## src/rtl/cmp_pkg.sv

```systemverilog
// Shared types and helpers for the pipelined branch/compare unit.
// Op encodings match the MIPS-style branch conditions used in decode.
package cmp_pkg;

    typedef enum logic [2:0] {
        OP_EQ  = 3'd0,
        OP_NE  = 3'd1,
        OP_LT  = 3'd2,
        OP_LTU = 3'd3,
        OP_LEZ = 3'd4,
        OP_GTZ = 3'd5,
        OP_LTZ = 3'd6,
        OP_GEZ = 3'd7
    } cmp_op_t;

    function automatic logic is_signed(input cmp_op_t op);
        return (op != OP_EQ) && (op != OP_NE) && (op != OP_LTU);
    endfunction

    function automatic logic is_zero_op(input cmp_op_t op);
        return (op == OP_LEZ) || (op == OP_GTZ) || (op == OP_LTZ) || (op == OP_GEZ);
    endfunction

endpackage

```

## src/rtl/cmp_chunk.sv

```systemverilog
// Combinational equality / unsigned less-than for one operand slice.
// flip_msb biases the slice MSBs so the unsigned compare acts as signed.
module cmp_chunk #(
    parameter int unsigned CHUNK = 16
) (
    input  logic [CHUNK-1:0] a,
    input  logic [CHUNK-1:0] b,
    input  logic [CHUNK-1:0] b_raw,
    input  logic             flip_msb,
    output logic             eq,
    output logic             lt,
    output logic             eq_raw
);

    logic [CHUNK-1:0] a_x;
    logic [CHUNK-1:0] b_x;

    always_comb begin
        a_x = a;
        b_x = b;
        if (flip_msb) begin
            a_x[CHUNK-1] = ~a[CHUNK-1];
            b_x[CHUNK-1] = ~b[CHUNK-1];
        end
        eq     = (a == b);
        lt     = (a_x < b_x);
        eq_raw = (a == b_raw);
    end

endmodule

```

## src/rtl/branch_cmp_pipe.sv

```systemverilog
// Two-stage chunk-split branch/compare unit with valid/ready handshake,
// flush, and a wrap-around counter of consumed taken results.
module branch_cmp_pipe
    import cmp_pkg::*;
#(
    parameter int unsigned WIDTH = 32,
    parameter int unsigned CHUNK = 16,
    parameter int unsigned TAG_W = 32,
    parameter int unsigned CNT_W = 16
) (
    input  logic             clk,
    input  logic             reset_n,
    input  logic             in_valid,
    output logic             in_ready,
    input  logic [2:0]       in_op,
    input  logic [WIDTH-1:0] in_a,
    input  logic [WIDTH-1:0] in_b,
    input  logic [TAG_W-1:0] in_tag,
    output logic             out_valid,
    input  logic             out_ready,
    output logic             out_taken,
    output logic             out_eq,
    output logic [TAG_W-1:0] out_tag,
    input  logic             flush,
    input  logic             clr_cnt,
    output logic [CNT_W-1:0] taken_cnt
);

    localparam int unsigned NCH = WIDTH / CHUNK;

    cmp_op_t          op_in;
    logic [WIDTH-1:0] b_eff;
    logic [NCH-1:0]   ch_eq, ch_lt, ch_eq_raw;

    logic             s1_valid_q, s1_valid_d;
    cmp_op_t          s1_op_q, s1_op_d;
    logic [TAG_W-1:0] s1_tag_q, s1_tag_d;
    logic [NCH-1:0]   s1_eq_q, s1_eq_d;
    logic [NCH-1:0]   s1_lt_q, s1_lt_d;
    logic [NCH-1:0]   s1_eq_raw_q, s1_eq_raw_d;

    logic             s2_valid_q, s2_valid_d;
    logic             s2_taken_q, s2_taken_d;
    logic             s2_eq_q, s2_eq_d;
    logic [TAG_W-1:0] s2_tag_q, s2_tag_d;

    logic [CNT_W-1:0] cnt_q, cnt_d;

    logic s1_adv, s2_adv;
    logic eq_all, lt_all, taken_c;

    assign op_in = cmp_op_t'(in_op);
    assign b_eff = is_zero_op(op_in) ? '0 : in_b;

    for (genvar g = 0; g < NCH; g++) begin : g_chunk
        cmp_chunk #(.CHUNK(CHUNK)) u_chunk (
            .a        (in_a[g*CHUNK +: CHUNK]),
            .b        (b_eff[g*CHUNK +: CHUNK]),
            .b_raw    (in_b[g*CHUNK +: CHUNK]),
            .flip_msb ((g == NCH - 1) && is_signed(op_in)),
            .eq       (ch_eq[g]),
            .lt       (ch_lt[g]),
            .eq_raw   (ch_eq_raw[g])
        );
    end

    // Ripple LSB->MSB: a higher chunk decides unless it is equal.
    always_comb begin
        eq_all = &s1_eq_q;
        lt_all = 1'b0;
        for (int unsigned i = 0; i < NCH; i++) begin
            lt_all = s1_lt_q[i] | (s1_eq_q[i] & lt_all);
        end
        case (s1_op_q)
            OP_EQ:   taken_c = eq_all;
            OP_NE:   taken_c = ~eq_all;
            OP_LEZ:  taken_c = lt_all | eq_all;
            OP_GTZ:  taken_c = ~(lt_all | eq_all);
            OP_GEZ:  taken_c = ~lt_all;
            default: taken_c = lt_all;
        endcase
    end

    assign s2_adv   = ~s2_valid_q | out_ready;
    assign s1_adv   = ~s1_valid_q | s2_adv;
    assign in_ready = s1_adv & ~flush;

    always_comb begin
        s1_valid_d  = s1_valid_q;
        s1_op_d     = s1_op_q;
        s1_tag_d    = s1_tag_q;
        s1_eq_d     = s1_eq_q;
        s1_lt_d     = s1_lt_q;
        s1_eq_raw_d = s1_eq_raw_q;
        s2_valid_d  = s2_valid_q;
        s2_taken_d  = s2_taken_q;
        s2_eq_d     = s2_eq_q;
        s2_tag_d    = s2_tag_q;
        cnt_d       = cnt_q;

        if (flush) begin
            s1_valid_d = 1'b0;
        end else if (s1_adv) begin
            s1_valid_d = in_valid;
        end
        if (in_valid && in_ready) begin
            s1_op_d     = op_in;
            s1_tag_d    = in_tag;
            s1_eq_d     = ch_eq;
            s1_lt_d     = ch_lt;
            s1_eq_raw_d = ch_eq_raw;
        end

        if (flush) begin
            s2_valid_d = 1'b0;
        end else if (s2_adv) begin
            s2_valid_d = s1_valid_q;
        end
        if (s2_adv && s1_valid_q) begin
            s2_taken_d = taken_c;
            s2_eq_d    = &s1_eq_raw_q;
            s2_tag_d   = s1_tag_q;
        end

        // A result handed over in the flush cycle is still consumed.
        if (clr_cnt) begin
            cnt_d = '0;
        end else if (s2_valid_q && out_ready && s2_taken_q) begin
            cnt_d = cnt_q + CNT_W'(1);
        end
    end

    always_ff @(posedge clk or negedge reset_n) begin
        if (!reset_n) begin
            s1_valid_q  <= 1'b0;
            s1_op_q     <= OP_EQ;
            s1_tag_q    <= '0;
            s1_eq_q     <= '0;
            s1_lt_q     <= '0;
            s1_eq_raw_q <= '0;
            s2_valid_q  <= 1'b0;
            s2_taken_q  <= 1'b0;
            s2_eq_q     <= 1'b0;
            s2_tag_q    <= '0;
            cnt_q       <= '0;
        end else begin
            s1_valid_q  <= s1_valid_d;
            s1_op_q     <= s1_op_d;
            s1_tag_q    <= s1_tag_d;
            s1_eq_q     <= s1_eq_d;
            s1_lt_q     <= s1_lt_d;
            s1_eq_raw_q <= s1_eq_raw_d;
            s2_valid_q  <= s2_valid_d;
            s2_taken_q  <= s2_taken_d;
            s2_eq_q     <= s2_eq_d;
            s2_tag_q    <= s2_tag_d;
            cnt_q       <= cnt_d;
        end
    end

    assign out_valid = s2_valid_q;
    assign out_taken = s2_taken_q;
    assign out_eq    = s2_eq_q;
    assign out_tag   = s2_tag_q;
    assign taken_cnt = cnt_q;

endmodule
```

## config.mk

```make
export PLATFORM = sky130hd
export DESIGN_NAME = branch_cmp_pipe
export DESIGN_NICKNAME = d
export VERILOG_FILES = /design/src/rtl/cmp_pkg.sv /design/src/rtl/cmp_chunk.sv /design/src/rtl/branch_cmp_pipe.sv
export SDC_FILE = /design/constraint.sdc
export NUM_CORES = 1
export LEC_CHECK = 0
export BUFFER_PORTS_ARGS = -buffer_cell sky130_fd_sc_hd__buf_2
export CAP_MARGIN = 0
export CORE_MARGIN = 2
export CORE_UTILIZATION = 45
export CTS_CLUSTER_DIAMETER = 40
export DETAILED_ROUTE_END_ITERATION = 7
export PLACE_DENSITY = 0.74
export SLEW_MARGIN = 40
export SYNTH_ARGS = -nofsm -noshare
export SYNTH_HDL_FRONTEND = slang
export SYNTH_SLANG_ARGS = --single-unit
export TNS_END_PERCENT = 1
```

## constraint.sdc

```tcl
create_clock -name clk -period 1.62 [get_ports clk]
set_input_delay 0.405 -clock clk [delete_from_list [all_inputs] [get_ports clk]]
set_output_delay 0.405 -clock clk [all_outputs]
set_load 0.05 [all_outputs]
```

### Yosys cells after proc, flatten, opt, wreduce, memory -nomap -nowiden

Index checks and enable logic that the tools add are counted.

* output and inout port bits: 52
* input port bits: 105
* register bits: 93
* logic and storage cells: 68

* reductions and logical operators: 16
* magnitude comparators: 2
* equality and inequality tests: 14
* bitwise operators: 14
* $add $sub $neg: 1
* muxes and demuxes: 10

Operators with widths (number)
* == test 16 bit: 4
* < comparator 16 bit: 2
* 2-to-1 mux 16 bit: 2
* 2-to-1 mux 32 bit: 1
* == test 3 bit (second input constant): 7
* adder 16 x 1 -> 16 bit (second input constant): 1
* inverter 1 bit: 8
* logical AND 1 bit: 6
* 2-to-1 mux 1 bit: 6
* nonzero test 2 bit: 3
* case mux 1 bit (5 select lines): 1
* OR 1 bit: 4
* AND reduction 2 bit: 2
* == test 3 x 1 -> 1 bit (second input constant): 1
* zero test 3 bit: 1
* logical OR 1 bit: 3
* != test 3 x 1 -> 1 bit (second input constant): 1
* != test 3 x 2 -> 1 bit (second input constant): 1
* nonzero test 3 bit: 1
* bitwise AND 1 bit: 2

### Longest topological paths before layout

* depth in word-level cells: 8
* depth in mapped cells: 8
* depth with buffers taken out: 8

### By module

Synthesis repeated with hierarchy kept, for this count alone.

* cell total of the unflattened synthesis: 461
* area, all modules: 5205.0 µm²

By module, submodules not included
* branch_cmp_pipe: area each 3988.8 µm², times used 1, cells an instance 305, sequential area each 2327.2 µm²
* cmp_chunk: area each 608.1 µm², times used 2, cells an instance 78, sequential area each 0.0 µm²

### Worst setup path after synthesis

No wires, ideal clock.

* kind: flip-flop to flip-flop
* start point: reg cnt_q[0], in the netlist taken_cnt[0]
* end point: reg cnt_q[14], in the netlist taken_cnt[14]
* stages on the path, launching flop included: 6
* required time: 1.542 ns
* slack: -0.485 ns
* arrival: 2.027 ns
* library setup time: 0.078 ns
* clock period less this slack: 2.105 ns
* buffers on the path: 0
* cells stage by stage: dfrtp_1 ha_1 and3_1 or4b_1 or3_1 a21oi_1

* longest elaborated chain between the ends: 3

Ends and longest elaborated chain
* from (decl): RTL line branch_cmp_pipe.sv:47 `logic [CNT_W-1:0] cnt_q, cnt_d;`
* from (signal assigned): RTL line branch_cmp_pipe.sv:157 `cnt_q <= cnt_d;`
* adder 16 x 1 -> 16 bit: RTL line branch_cmp_pipe.sv:129 `cnt_d = cnt_q + CNT_W'(1);`
* 2-to-1 mux 16 bit: RTL line branch_cmp_pipe.sv:128 `end else if (s2_valid_q && out_ready && s2_taken_q) begin`
* 2-to-1 mux 16 bit: RTL line branch_cmp_pipe.sv:126 `if (clr_cnt) begin`

No other way between the ends. The select of a mux whose other input is x is not followed.
A chain may end at the register's enable or synchronous reset.

### Final worst setup path

* start point: reg cnt_q[1], in the netlist taken_cnt[1]
* end point: reg cnt_q[14], in the netlist taken_cnt[14]

Same word-level chain as after synthesis.

==> qor.csv <==
metric,value,unit
status,"complete, but fails checks",
failing checks,negative setup slack,
Min Hold Slack,0.0852,ns
sequential share of power,43.5,%
Die X,110,µm
Arrival @ worst endpoint,1.95,ns
final critical-path share of the clock period,106,%
#FFs+latches synth,93,
post-synthesis simple-gate area fraction,13.6,%
number of H-tree levels,3,
Yosys warnings,0,
routability-driven placement congestion ratio,0.899,
Layout fillers,898,
syn avg cell area,11.4,µm²
first-pass GRT wire length,18.5,mm
Clock power frac,23.6,%
Gate power share,33.0,%
die area,12100,µm²
GRT Util Overall,19.5,%
Compound-Gate Fraction of Synth Area,6.67,%
row count,38,
ranking of synthesized cells by area,"dfrtp_1 46%, mux2_2 15%, ha_1 9.2%",
ys flop type,dfrtp_1,
met2 Use GR,34.3,%
"Max FO, Critical Path",2,
Cell variety after synth,41,
final wirelength,11.8,mm
Cells after Synth,441,
relative max-transition margin,67.6,%
Post-DP Area,6440,µm²
skew final,0.00994,ns
final setup TNS,-0.127,ns
M1 GR Usage,23.9,%
busiest grt layer,met2,
clk sinks,93,
Post-Place Cells,777,
CTS clock-pin slew for the worst setup and hold paths,0.08,ns
vias in the first global route,4113,
Initial Utilization,46.3,%
switching part of the total,35.9,%
Wirelength per Cell,14.8,µm
Worst Hold Class,in -> async,
XOR/XNOR Fraction of Synth Area,7.47,%
Synth Area in Adders,9.18,%
Pwr Density,976,nW/µm²
Post-Syn Area,5040,µm²
pre-CTS WS,-0.491,ns
synthesis-to-layout area growth,34.1,%
final setup margin,-0.0939,ns
Synthesized Nets,583,
post-route design area,6760,µm²
Final Hold Fails,0,
Worst Tran Pin Value,0.486,ns
GRT overflow,0,
Leakage,3.25,nW
largest family of logic cells by synthesized area,multiplexers,
CTS Hold Bufs,0,
I/O Buffers,156,
clock latency on the worst-skew pair,0.35,ns
"area leader, netlist",dfrtp_1,
Num CTS Buffers,9,
Worst Path Required,1.86,ns
min cycle time layout,1.71,ns
via count,4124,
initial antenna violation count,1,
DRC errors left,0,
Via density,5.17,
total internal power,4.23,mW
CTS tree,built,
Critical Path End Type,flop,
critical path class,reg -> reg,
DRT Pass-1 Iters,4,
max-cap viol count,0,
global routing usage on met3,3.62,%
Starting DRT DRC Count,193,
Die Y-Extent,110,µm
fmax,583,MHz
I/O pins,157,
Synth top area share,46.2,%
deepest clock path buffer count,2,
Core ar.,10900,µm²
Post-DP HPWL,9.00,mm
clk root buf,clkbuf_8,
Async SR Flop Fraction,100,%
ANT nets after route,0,
largest net degree at the start of global routing,94,
number of flops mapped to enable cells by yosys,0,
final-report setup violation count,2,
share of cells above drive strength 1,50.1,%
register area share after synthesis,46.2,%
fin cells,798,
CP startpoint kind,flop,
Final nets,794,
mux contribution to synthesized area,15.2,%
P_sw,2.37,mW
VDD IR-drop max,0.725,mV
unrepaired setup endpoints after global routing,yes,
fin. max-slew vios,0,
==> synthesized netlist by cell type (all sizes together) (7+ instances only) <==
master and number:
a21oi 21, buf 8, clkbuf 7, dfrtp 93, ha 37, mux2 67
nand2 22, nand2b 30, nand4 13, nor2 18, nor4 9, o21ai 16
xor2 39
==> cells by family after synthesis <==
family,after synthesis
xor+xnor,43
simple gates,123
fa+ha+maj,37
compound gates,56
mux,68
flops,93
buf+inv,21
==> sequential cells by signal (all words and copies together) (netlist names), 2 cells and up <==
signal       count
out_tag         32
s1_eq_q          2
s1_eq_raw_q      2
s1_lt_q          2
s1_op_q          3
s1_tag_q        32
taken_cnt       16
==> power by group through the flow <==
stage / sequential (mW) / combinational (mW) / clock, mW
finish: 2.87 / 2.17 / 1.56
global route: 2.92 / 2.32 / 1.71
CTS: 2.87 / 2.18 / 1.61
global placement: 2.89 / 2.11 / 0
detailed placement: 2.92 / 2.16 / 0
floorplan: 3.68 / 0.663 / 0
==> timing repair <==
item,4_1_cts,5_1_grt
hold endpoints to repair,0,0
setup endpoints to repair,8,11
setup buffers,3,1
resized for setup,8,10
gates cloned,0,0
pin swaps,1,4
==> layer usage <==
layer	vias to the layer above	share of wire (%)
li1	2003	-
met1	1989	43
met2	121	50
met3	11	6.1
met4	0	1.4
met5	-	0
==> path summary, 6_finish.rpt <==
check	end	slack, ns	depth (start not counted)	from
setup / recovery	taken_cnt[14]$_DFFE_PN0P_	-0.09	6	taken_cnt[1]$_DFFE_PN0P_
hold / removal	out_tag[9]$_DFFE_PN0P_	0.09	2	reset_n
setup reg to reg	taken_cnt[14]$_DFFE_PN0P_	-0.09	6	taken_cnt[1]$_DFFE_PN0P_
hold reg to reg	s1_eq_raw_q[0]$_DFFE_PN0P_	0.49	2	s1_eq_raw_q[0]$_DFFE_PN0P_
max in group asynchronous	taken_cnt[3]$_DFFE_PN0P_	1.14	2	reset_n
min in group clk	out_valid$_DFFE_PN0P_	0.26	2	flush
==> cells in the final DEF, fill, tap and decap left out, types with 10 or more instances in the layout <==
master      n
buf_2     153
dfrtp_1    80
mux2_2     67
buf_4      57
xor2_1     39
ha_1       35
nand2b_1   30
nand2_1    21
a21oi_1    19
nor2_1     17
o21ai_0    14
dfrtp_2    13
nand4_1    12
clkbuf_8   10
==> metrics by stage <==
stage | power [mW] | utilization, %
floorplan | 4.35 | -
global placement | 5.00 | 59.1
detailed placement | 5.08 | 59.1
CTS | 6.67 | 61.4
global route | 6.95 | 62.1
finish | 6.60 | 62.1
==> worst max-delay path, cell delays in order (launching register included) <==
cell and delay (ns):
dfrtp_2 0.39, ha_4 0.13, and3_4 0.18, or4b_4 0.46, buf_4 0.16, o21ai_0 0.20
a21oi_2 0.07
==> final cells by class <==
class                           count  area [µm²]  share of cell area [%]
Inverter                            6        22.5                   0.333
Tap cell                          140         175                    2.59
Sequential cell                    93        2340                    34.7
Timing Repair Buffer              215        1280                    18.9
Multi-Input combinational cell    327        2740                    40.5
Clock buffer                       11         141                    2.09
Antenna cell                        1        2.50                  0.0370
Clock inverter                      5        58.8                   0.870
Power figures use the tool's default switching activity.
